### config.mk
export PLATFORM = sky130hd
export DESIGN_NAME = control_unit_flat
export DESIGN_NICKNAME = d
export VERILOG_FILES = /design/src/rtl/edulent_pkg.sv /design/src/rtl/control_unit_if.sv /design/src/rtl/cu_microcode.sv /design/src/rtl/control_unit.sv /design/src/flat_wrapper.sv
export SDC_FILE = /design/constraint.sdc
export NUM_CORES = 1
export LEC_CHECK = 0
export CORE_MARGIN = 4
export CORE_UTILIZATION = 55
export CTS_BUF_LIST = sky130_fd_sc_hd__clkbuf_2 sky130_fd_sc_hd__clkbuf_4 sky130_fd_sc_hd__clkbuf_8
export DETAILED_ROUTE_END_ITERATION = 6
export MAX_ROUTING_LAYER = met4
export PLACE_DENSITY = 0.76
export RECOVER_POWER = 25
export SLEW_MARGIN = 10
export SYNTH_ARGS = -nofsm -noshare
export SYNTH_HDL_FRONTEND = slang
export SYNTH_SLANG_ARGS = --single-unit
### constraint.sdc
create_clock -name i_clk -period 4.4 [get_ports i_clk]
set_clock_uncertainty 0.2 [all_clocks]
set_input_delay 0.88 -clock i_clk [delete_from_list [all_inputs] [get_ports i_clk]]
set_output_delay 0.88 -clock i_clk [all_outputs]
set_load 0.02 [all_outputs]
### src/rtl/edulent_pkg.sv
// Shared types for the edulent control unit: transfer codes, FSM states,
// opcode constants, opcode classes and the micro-op word.
// Ports: none (package); imported by cu_microcode and control_unit.
package edulent_pkg;

  // Datapath transfer codes (value on o_transfer_cmd).
  typedef enum logic [3:0] {
    XFER_NONE    = 4'h0,
    XFER_MA_PC   = 4'h1,
    XFER_MD_MEM  = 4'h2,
    XFER_IR_MD   = 4'h3,
    XFER_MA_MD   = 4'h4,
    XFER_REG_MD  = 4'h5,
    XFER_MA_AP   = 4'h6,
    XFER_MA_SP   = 4'h7,
    XFER_MD_REG  = 4'h8,
    XFER_MEM_MD  = 4'h9,
    XFER_REG_ALU = 4'hA,
    XFER_JUMP    = 4'hB,
    XFER_OP_C0   = 4'hC,
    XFER_OP_D0   = 4'hD,
    XFER_OP_E0   = 4'hE,
    XFER_MD_PC   = 4'hF
  } xfer_cmd_e;

  typedef enum logic [3:0] {
    IDLE, F_MA, F_WAIT, F_MD, F_IR, DECODE, EXEC, HALT, TRAP
  } cu_state_e;

  // Opcode classes; each class shares one execute sequence.
  typedef enum logic [3:0] {
    CLS_NOP, CLS_LDI, CLS_LDD, CLS_LDX, CLS_POP, CLS_STD, CLS_PUSH, CLS_PUSHPC,
    CLS_ALUI, CLS_ALUU, CLS_JMP, CLS_C0, CLS_D0, CLS_E0, CLS_HALT, CLS_ILL
  } op_class_e;

  localparam logic [7:0] OP_NOP  = 8'h00;
  localparam logic [7:0] OP_POP  = 8'hC1;
  localparam logic [7:0] OP_PSPC = 8'hF0;
  localparam logic [7:0] OP_C0   = 8'hC0;
  localparam logic [7:0] OP_D0   = 8'hD0;
  localparam logic [7:0] OP_E0   = 8'hE0;
  localparam logic [7:0] OP_HALT = 8'hFF;

  localparam logic [1:0] SP_HOLD = 2'b00;
  localparam logic [1:0] SP_INC  = 2'b01;
  localparam logic [1:0] SP_DEC  = 2'b10;

  // One micro-op; wt marks a memory-latency idle slot lasting RD_WAIT cycles.
  typedef struct packed {
    xfer_cmd_e  cmd;
    logic       inc_pc;
    logic [1:0] sp;
    logic       alu_calc;
    logic       res_to_ap;
    logic       wt;
  } cu_uop_t;

  localparam cu_uop_t UOP_IDLE = '{cmd: XFER_NONE, inc_pc: 1'b0, sp: SP_HOLD,
                                   alu_calc: 1'b0, res_to_ap: 1'b0, wt: 1'b0};
  localparam cu_uop_t UOP_WAIT = '{cmd: XFER_NONE, inc_pc: 1'b0, sp: SP_HOLD,
                                   alu_calc: 1'b0, res_to_ap: 1'b0, wt: 1'b1};

  function automatic cu_uop_t mk_uop(xfer_cmd_e c, logic pc, logic [1:0] s,
                                     logic alu, logic ap);
    mk_uop = '{cmd: c, inc_pc: pc, sp: s, alu_calc: alu, res_to_ap: ap, wt: 1'b0};
  endfunction

  function automatic cu_uop_t xfer_only(xfer_cmd_e c);
    xfer_only = mk_uop(c, 1'b0, SP_HOLD, 1'b0, 1'b0);
  endfunction

  function automatic op_class_e op_class(logic [7:0] op);
    casez (op)
      OP_NOP:                                 op_class = CLS_NOP;
      8'h11, 8'h13:                           op_class = CLS_LDI;
      8'h19, 8'h1B:                           op_class = CLS_LDD;
      8'h14, 8'h1E:                           op_class = CLS_LDX;
      OP_POP:                                 op_class = CLS_POP;
      8'h21, 8'h23:                           op_class = CLS_STD;
      8'h2C, 8'h2E:                           op_class = CLS_PUSH;
      OP_PSPC:                                op_class = CLS_PUSHPC;
      8'h3?, 8'h4?, 8'h6?, 8'h7?, 8'h8?:      op_class = CLS_ALUI;
      8'h5?, 8'h9?:                           op_class = CLS_ALUU;
      8'hA1, 8'hA5, 8'hA9, 8'hB0:             op_class = CLS_JMP;
      OP_C0:                                  op_class = CLS_C0;
      OP_D0:                                  op_class = CLS_D0;
      OP_E0:                                  op_class = CLS_E0;
      OP_HALT:                                op_class = CLS_HALT;
      default:                                op_class = CLS_ILL;
    endcase
  endfunction

endpackage

### src/rtl/control_unit_if.sv
// Control bundle between the control unit and the edulent datapath.
// Ports: i_run/i_ir into the sequencer; transfer code, PC/SP/ALU strobes,
// IR clear, fetch pulse and status flags out of it.
interface control_unit_if;
  logic       i_run;
  logic [7:0] i_ir;
  logic [3:0] o_transfer_cmd;
  logic       o_inc_pc;
  logic [1:0] o_inc_dec_sp;
  logic       o_alu_calculate;
  logic       o_alu_res_to_ap;
  logic       o_reset_ir;
  logic       o_next_instr;
  logic       o_halted;
  logic       o_illegal;

  modport master (
    input  i_run, i_ir,
    output o_transfer_cmd, o_inc_pc, o_inc_dec_sp, o_alu_calculate,
           o_alu_res_to_ap, o_reset_ir, o_next_instr, o_halted, o_illegal
  );

  modport slave (
    output i_run, i_ir,
    input  o_transfer_cmd, o_inc_pc, o_inc_dec_sp, o_alu_calculate,
           o_alu_res_to_ap, o_reset_ir, o_next_instr, o_halted, o_illegal
  );
endinterface

### src/rtl/cu_microcode.sv
// Opcode tables: maps (latched opcode, execute step) to one micro-op.
// Latency: purely combinational. Backpressure: none; the FSM holds step.
// Ports: op_q, step in; uop_out (micro-op word) and last (final step) out.
module cu_microcode
  import edulent_pkg::*;
#(
  parameter int RD_WAIT = 1
) (
  input  logic [7:0] op_q,
  input  logic [2:0] step,
  output cu_uop_t    uop_out,
  output logic       last
);

  cu_uop_t    seq [8];
  logic [3:0] len;
  op_class_e  cls;
  logic       ap;

  // The sequence is built as an ordered list so memory idle slots simply
  // vanish when RD_WAIT is 0; a wait slot is one list entry regardless of
  // RD_WAIT, which keeps the longest list (load direct) within 3 step bits.
  always_comb begin
    cls = op_class(op_q);
    ap  = ((op_q[7:4] == 4'h3) || (op_q[7:4] == 4'h4)) && op_q[0];
    seq = '{default: UOP_IDLE};
    len = 4'd0;

    // Operand fetch: MA<=PC, memory latency, MD<=mem with PC increment.
    if (cls inside {CLS_LDI, CLS_LDD, CLS_STD, CLS_ALUI, CLS_JMP}) begin
      seq[len[2:0]] = xfer_only(XFER_MA_PC); len = len + 4'd1;
      if (RD_WAIT > 0) begin seq[len[2:0]] = UOP_WAIT; len = len + 4'd1; end
      seq[len[2:0]] = mk_uop(XFER_MD_MEM, 1'b1, SP_HOLD, 1'b0, 1'b0); len = len + 4'd1;
    end

    case (cls)
      CLS_LDI: begin
        seq[len[2:0]] = xfer_only(XFER_REG_MD); len = len + 4'd1;
      end
      CLS_LDD, CLS_LDX, CLS_POP: begin
        if (cls == CLS_POP) begin
          // SP is pre-incremented in its own cycle so MA sees the new value.
          seq[len[2:0]] = mk_uop(XFER_NONE, 1'b0, SP_INC, 1'b0, 1'b0); len = len + 4'd1;
          seq[len[2:0]] = xfer_only(XFER_MA_SP); len = len + 4'd1;
        end else if (cls == CLS_LDD) begin
          seq[len[2:0]] = xfer_only(XFER_MA_MD); len = len + 4'd1;
        end else begin
          seq[len[2:0]] = xfer_only(XFER_MA_AP); len = len + 4'd1;
        end
        if (RD_WAIT > 0) begin seq[len[2:0]] = UOP_WAIT; len = len + 4'd1; end
        seq[len[2:0]] = xfer_only(XFER_MD_MEM); len = len + 4'd1;
        seq[len[2:0]] = xfer_only(XFER_REG_MD); len = len + 4'd1;
      end
      CLS_STD: begin
        seq[len[2:0]] = xfer_only(XFER_MA_MD);  len = len + 4'd1;
        seq[len[2:0]] = xfer_only(XFER_MD_REG); len = len + 4'd1;
        seq[len[2:0]] = xfer_only(XFER_MEM_MD); len = len + 4'd1;
      end
      CLS_PUSH, CLS_PUSHPC: begin
        seq[len[2:0]] = xfer_only(XFER_MA_SP); len = len + 4'd1;
        seq[len[2:0]] = xfer_only((cls == CLS_PUSH) ? XFER_MD_REG : XFER_MD_PC);
        len = len + 4'd1;
        seq[len[2:0]] = mk_uop(XFER_MEM_MD, 1'b0, SP_DEC, 1'b0, 1'b0); len = len + 4'd1;
      end
      CLS_ALUI, CLS_ALUU: begin
        // ap is only ever set for 3x/4x, which are immediate-class opcodes.
        seq[len[2:0]] = mk_uop(XFER_NONE, 1'b0, SP_HOLD, 1'b1, ap); len = len + 4'd1;
        seq[len[2:0]] = mk_uop(XFER_REG_ALU, 1'b0, SP_HOLD, 1'b0, ap); len = len + 4'd1;
      end
      CLS_JMP: begin
        seq[len[2:0]] = xfer_only(XFER_JUMP); len = len + 4'd1;
      end
      CLS_C0: begin seq[len[2:0]] = xfer_only(XFER_OP_C0); len = len + 4'd1; end
      CLS_D0: begin seq[len[2:0]] = xfer_only(XFER_OP_D0); len = len + 4'd1; end
      CLS_E0: begin seq[len[2:0]] = xfer_only(XFER_OP_E0); len = len + 4'd1; end
      default: ;
    endcase

    uop_out = seq[step];
    last    = ({1'b0, step} == (len - 4'd1));
  end

endmodule

### src/rtl/control_unit.sv
// Microsequencer for the edulent datapath: fetch, decode, execute strobes.
// Latency: fetch RD_WAIT+4 cycles to DECODE; outputs decode registered state only.
// Backpressure: i_run is honoured only at instruction boundaries; HALT/TRAP need reset.
// Ports: i_clk, i_rstn (async active-low), bus (control_unit_if.master).
// Build option: CU_ILLEGAL_TRAP_EN sends unlisted opcodes to TRAP; otherwise
// they run as NOP and o_illegal is tied low.
module control_unit
  import edulent_pkg::*;
#(
  parameter int RD_WAIT = 1  // memory read latency in idle cycles, 0..3
) (
  input  logic           i_clk,
  input  logic           i_rstn,
  control_unit_if.master bus
);

  localparam logic [1:0] WAIT_LAST = 2'(RD_WAIT - 1);

  cu_state_e  state_q, state_d, boundary;
  logic [2:0] step_q, step_d;
  logic [1:0] wcnt_q, wcnt_d;
  logic [7:0] op_q, op_d;
  op_class_e  dec_cls;
  cu_uop_t    uc;
  logic       uc_last;

  xfer_cmd_e  cmd;
  logic       inc_pc, alu_calc, res_to_ap, reset_ir, next_instr, halted;
  logic [1:0] sp;
`ifdef CU_ILLEGAL_TRAP_EN
  logic       trap;
`endif

  cu_microcode #(.RD_WAIT(RD_WAIT)) u_microcode (
    .op_q    (op_q),
    .step    (step_q),
    .uop_out (uc),
    .last    (uc_last)
  );

  always_ff @(posedge i_clk or negedge i_rstn) begin
    if (!i_rstn) begin
      state_q <= IDLE;
      step_q  <= '0;
      wcnt_q  <= '0;
      op_q    <= OP_NOP;
    end else begin
      state_q <= state_d;
      step_q  <= step_d;
      wcnt_q  <= wcnt_d;
      op_q    <= op_d;
    end
  end

  always_comb begin
    state_d    = state_q;
    step_d     = step_q;
    wcnt_d     = wcnt_q;
    op_d       = op_q;
    cmd        = XFER_NONE;
    inc_pc     = 1'b0;
    sp         = SP_HOLD;
    alu_calc   = 1'b0;
    res_to_ap  = 1'b0;
    reset_ir   = 1'b0;
    next_instr = 1'b0;
    halted     = 1'b0;
`ifdef CU_ILLEGAL_TRAP_EN
    trap       = 1'b0;
`endif
    boundary   = bus.i_run ? F_MA : IDLE;
    // i_ir only steers the next state out of DECODE, never an output.
    dec_cls    = op_class(bus.i_ir);

    case (state_q)
      IDLE: if (bus.i_run) state_d = F_MA;
      F_MA: begin
        cmd        = XFER_MA_PC;
        reset_ir   = 1'b1;
        next_instr = 1'b1;
        wcnt_d     = '0;
        state_d    = (RD_WAIT == 0) ? F_MD : F_WAIT;
      end
      F_WAIT: begin
        if (wcnt_q == WAIT_LAST) begin
          wcnt_d  = '0;
          state_d = F_MD;
        end else begin
          wcnt_d  = wcnt_q + 2'd1;
        end
      end
      F_MD: begin
        cmd     = XFER_MD_MEM;
        inc_pc  = 1'b1;
        state_d = F_IR;
      end
      F_IR: begin
        cmd     = XFER_IR_MD;
        state_d = DECODE;
      end
      DECODE: begin
        op_d   = bus.i_ir;
        step_d = '0;
        wcnt_d = '0;
        case (dec_cls)
          CLS_NOP:  state_d = boundary;
          CLS_HALT: state_d = HALT;
`ifdef CU_ILLEGAL_TRAP_EN
          CLS_ILL:  state_d = TRAP;
`else
          CLS_ILL:  state_d = boundary;
`endif
          default:  state_d = EXEC;
        endcase
      end
      EXEC: begin
        cmd       = uc.cmd;
        inc_pc    = uc.inc_pc;
        sp        = uc.sp;
        alu_calc  = uc.alu_calc;
        res_to_ap = uc.res_to_ap;
        // A wait slot stalls the step counter for RD_WAIT cycles.
        if (uc.wt && (wcnt_q != WAIT_LAST)) begin
          wcnt_d = wcnt_q + 2'd1;
        end else begin
          wcnt_d = '0;
          if (uc_last) begin
            step_d  = '0;
            state_d = boundary;
          end else begin
            step_d  = step_q + 3'd1;
          end
        end
      end
      HALT: halted = 1'b1;
      TRAP: begin
        halted = 1'b1;
`ifdef CU_ILLEGAL_TRAP_EN
        trap   = 1'b1;
`endif
      end
      default: state_d = IDLE;
    endcase
  end

  assign bus.o_transfer_cmd  = cmd;
  assign bus.o_inc_pc        = inc_pc;
  assign bus.o_inc_dec_sp    = sp;
  assign bus.o_alu_calculate = alu_calc;
  assign bus.o_alu_res_to_ap = res_to_ap;
  assign bus.o_reset_ir      = reset_ir;
  assign bus.o_next_instr    = next_instr;
  assign bus.o_halted        = halted;
`ifdef CU_ILLEGAL_TRAP_EN
  assign bus.o_illegal       = trap;
`else
  assign bus.o_illegal       = 1'b0;
`endif

endmodule

### src/flat_wrapper.sv
// flat-port wrapper written by rule: the top's interface ports become plain ports
module control_unit_flat import edulent_pkg::*;
#(
  parameter int RD_WAIT = 1                                             
)
  (i_clk, i_rstn, bus_i_run, bus_i_ir, bus_o_transfer_cmd, bus_o_inc_pc, bus_o_inc_dec_sp, bus_o_alu_calculate, bus_o_alu_res_to_ap, bus_o_reset_ir, bus_o_next_instr, bus_o_halted, bus_o_illegal);
  control_unit_if bus_i ();
  input  logic i_clk;
  input  logic i_rstn;
  input wire logic [$bits(bus_i.i_run)-1:0] bus_i_run;
  input wire logic [$bits(bus_i.i_ir)-1:0] bus_i_ir;
  output wire logic [$bits(bus_i.o_transfer_cmd)-1:0] bus_o_transfer_cmd;
  output wire logic [$bits(bus_i.o_inc_pc)-1:0] bus_o_inc_pc;
  output wire logic [$bits(bus_i.o_inc_dec_sp)-1:0] bus_o_inc_dec_sp;
  output wire logic [$bits(bus_i.o_alu_calculate)-1:0] bus_o_alu_calculate;
  output wire logic [$bits(bus_i.o_alu_res_to_ap)-1:0] bus_o_alu_res_to_ap;
  output wire logic [$bits(bus_i.o_reset_ir)-1:0] bus_o_reset_ir;
  output wire logic [$bits(bus_i.o_next_instr)-1:0] bus_o_next_instr;
  output wire logic [$bits(bus_i.o_halted)-1:0] bus_o_halted;
  output wire logic [$bits(bus_i.o_illegal)-1:0] bus_o_illegal;
  assign bus_i.i_run = bus_i_run;
  assign bus_i.i_ir = bus_i_ir;
  assign bus_o_transfer_cmd = bus_i.o_transfer_cmd;
  assign bus_o_inc_pc = bus_i.o_inc_pc;
  assign bus_o_inc_dec_sp = bus_i.o_inc_dec_sp;
  assign bus_o_alu_calculate = bus_i.o_alu_calculate;
  assign bus_o_alu_res_to_ap = bus_i.o_alu_res_to_ap;
  assign bus_o_reset_ir = bus_i.o_reset_ir;
  assign bus_o_next_instr = bus_i.o_next_instr;
  assign bus_o_halted = bus_i.o_halted;
  assign bus_o_illegal = bus_i.o_illegal;
  control_unit #(.RD_WAIT(RD_WAIT)) u_core (.i_clk(i_clk), .i_rstn(i_rstn), .bus(bus_i));
endmodule
==> impl_metrics.toml <==
[synth]
synth-seq-area-share_pct = 16.7
ys_warn_count = 0
synth_enable_flop_cells = 0
synth_async_sr_flop_share_pct = 100
postSynth.topFlopCell = "dfrtp_1"
yosysUniqueCellTypes = 76
synth.avg_cell_area_um2 = 7.58
mapped_cell_area_mm2 = 0.00240
synthesis.instances = 317
ys_seq_elements = 16
mappedNetlistNets = 338

[critical_path]
worstPathArrival_ns = 3.15
cp-start-kind = "flip-flop"
timing_worst_setup_path_type = "reg2out"
timing.critical_path.to_type = "output port"
required_ns = 3.32
path_max_fanout = 8

[global_route]
first_global_vias = 2357
grt_usage_pct = 25.8
antenna_found_initial = 0
grt_start_max_net_pins = 32
total_overflow_reported_by_the_global_router = 0
global_route_wire_length_before_repair_um = 11100

[floorplan]
start_util_pct = 58.4
dieWidth_um = 74.1
std_cell_rows = 23
dieHeight_um = 74.1
floorplan.die_area_mm2 = 0.00549
floorplan.io_pins = 24
placeableCoreArea_mm2 = 0.00412

[final_layout]
drive_gt1_share_pct = 18.8
finish.cell_count_without_fillers = 391
antenna-diode-count = 0
design.final.nets = 363
area_growth_pct = 17.3
layout.core_utilization_pct = 68.5
num-fill-cells = 369
final_area_mm2 = 0.00282

[route]
antenna_violating_nets_post_route = 0
drt-pass1-iter-count = 5
route.vias.total = 2585
via_per_inst = 6.61
wirelength_um = 6620
detail_route.drc_violations = 0
drt_wl_cell_um = 16.9
first_iteration_detailed_routing_drc_count = 387

[timing]
period_share_pct = 96.0
achievable-frequency_mhz = 237
setup_viol = 0
report.final.slew_viol_count = 0
fin_setup_tns_ns = 0
period_needed_ns = 4.23
worst-slew-pin-transition_ns = 0.998
final-hold-violation-count = 0
slew_headroom_pct = 33.4
final_critical_path_setup_slack_ns = 0.175

[clock_network]
clkSinkCount = 16
tritoncts = "yes"
ctsLongestPathBuffers = 2
ctsRootBufferMaster = "clkbuf_8"
holdBufCountCts = 0
ctsHtreeMaxLevel = 1
cts_made_buffers = 3
worst_setup_hold_path_clk_slew_ns = 0.06
insertion_delay_to_the_later_sink_of_the_worst_skew_pair_ns = 0.24

[min_path]
holdCritPathClass = "reg2reg"

[place]
dp_worst_setup_slack_ns = 0.109
post-dp-hpwl_um = 5090
place.port_buffers = 22
placed_area_mm2 = 0.00270
placed_cells_incl_taps = 383
place.gp.congestion = 0.921

[power_and_ir_drop]
power_density_mw_per_mm2 = 745
vdd_ir_drop_max_v = 0.000465
p_leak_nw = 1.11

[job]
maxCapViolations = 0

[status]
status = "finished, final reports clean"
==> final timing paths <==
path,start,to,slack (ns),cells past startpoint
worst max-delay path,u_core.op_q[4],bus_o_transfer_cmd[0],0.17,12
worst min-delay path,u_core.wcnt_q[0],u_core.wcnt_q[0],0.32,2
worst max register to register,u_core.op_q[4],u_core.state_q[2],0.24,17
worst min register to register,u_core.wcnt_q[0],u_core.wcnt_q[0],0.32,2
max in group asynchronous,i_rstn,u_core.state_q[0],2.60,1
min in group asynchronous,i_rstn,u_core.op_q[2],0.93,1
==> layer usage <==
layer  part of all wire (%)  global-route usage, %  vias up
li1                       -                      -     1262
met1                     45                   35.4     1202
met2                     48                   40.6      109
met3                    5.3                   1.89       12
met4                    1.5                   7.85        0
met5                      0                      -        -
==> layout by cell type, fill, tap and decap left out, types with 3 or more instances in the layout <==
master	netlist	routed
nor2_1	29	29
nand2_1	28	28
o21ai_0	22	22
buf_4	4	21
clkdlybuf4s50_1	0	16
dfrtp_1	16	16
inv_1	14	14
a21oi_1	15	14
a31oi_1	9	9
nor3_1	9	9
o211ai_1	8	8
mux2_2	8	8
ha_1	10	8
nand3_1	7	7
nor2b_1	6	6
nand4_1	6	6
or3_1	5	5
a211oi_1	6	5
or4b_1	4	4
xnor2_1	4	4
nand2b_1	4	4
nor4_1	4	4
o31ai_1	4	4
clkbuf_8	0	4
or3b_2	3	3
nor4b_1	4	3
o31a_1	3	3
o2111ai_1	3	3
==> cells in the mapped netlist, types with 2 or more instances <==
cell | number | area [um2]
a21o_1 | 2 | 15.0
and2_1 | 2 | 12.5
or3b_1 | 2 | 17.5
mux2_2 | 8 | 90.1
a31o_2 | 2 | 17.5
nand3_1 | 7 | 35.0
a22oi_1 | 2 | 15.0
o211ai_1 | 8 | 60.1
nor4b_1 | 4 | 35.0
or4b_1 | 4 | 40.0
clkinv_1 | 2 | 7.51
buf_4 | 4 | 30.0
nand2b_1 | 4 | 25.0
o2111ai_1 | 3 | 26.3
o221ai_1 | 2 | 17.5
o21ai_0 | 22 | 110
a32oi_1 | 2 | 17.5
nand4_1 | 6 | 37.5
o22ai_1 | 2 | 12.5
a31oi_1 | 9 | 56.3
a211oi_4 | 2 | 40.0
nor3_1 | 9 | 45.0
buf_2 | 5 | 25.0
nor2_1 | 29 | 109
nor4_1 | 4 | 25.0
o31ai_1 | 4 | 30.0
o31a_1 | 3 | 26.3
clkbuf_1 | 13 | 48.8
nor2b_1 | 6 | 37.5
or3b_2 | 3 | 26.3
xnor2_1 | 4 | 35.0
or3_1 | 5 | 31.3
and3_1 | 2 | 12.5
inv_1 | 14 | 52.6
nand2_1 | 28 | 105
a2111oi_0 | 2 | 17.5
a21oi_1 | 15 | 75.1
xor2_1 | 2 | 17.5
dfrtp_1 | 16 | 400
a211oi_1 | 6 | 45.0
o221a_2 | 2 | 22.5
nand4b_1 | 2 | 17.5
a311oi_1 | 2 | 17.5
ha_1 | 10 | 125
==> registers in the layout, summed over array words and instances, names as in the netlist <==
name            flops
u_core.op_q         8
u_core.state_q      3
u_core.step_q       3
u_core.wcnt_q       2
==> per-stage QoR <==
stage	power (mW)	hold slack, ns
6_report	2.10	0.318
4_1_cts	2.02	0.312
5_1_grt	2.29	0.352
2_1_floorplan	1.49	0.273
3_5_place_dp	1.90	0.298
3_3_place_gp	1.88	0.316
==> kinds of logic after synthesis <==
family | Yosys count | share of synthesized area, %
compound gates | 106 | 33.1
xor+xnor | 6 | 2.19
fa+ha+maj | 10 | 5.21
buf+inv | 39 | 7.29
flops | 16 | 16.7
mux | 10 | 4.79
other cells | 1 | 0.156
simple gates | 129 | 30.6
==> worst max-delay path: stages (launching register included) <==
cell and delay, ns:
dfrtp_1 0.43, buf_4 0.20, nor4b_2 0.16, a31oi_1 0.28, o21bai_2 0.12, or2_1 0.27, inv_1 0.10, ha_2 0.25
nand2_1 0.14, a31oi_1 0.24, a211oi_2 0.10, o31ai_1 0.26, dlygate4sd2_1 0.36
==> power breakdown <==
part	leakage, nW	internal (mW)	switching, mW	total, mW
logic	0.889	0.706	0.923	1.63
clock network	0.0288	0.0792	0.0460	0.125
registers	0.196	0.209	0.139	0.347
total	1.11	0.994	1.11	2.10
==> cell type report <==
type / count / area (um2) / share of cell area [%]
multi-input combinational: 262 / 1870 / 66.2
sequential: 16 / 400 / 14.2
timing repair buffer: 43 / 375 / 13.3
tap: 50 / 62.6 / 2.22
inverter: 16 / 60.1 / 2.13
clock buffer: 4 / 55.1 / 1.95
==> what timing repair did <==
action                                  in CTS  in global routing
pin swaps                                    0                  1
endpoints found under the setup margin       3                 11
endpoints found under the hold margin        0                  0
gates resized for setup                      5                 13
setup buffers                                0                  4
No activity file was read; power rests on OpenSTA's default activity.
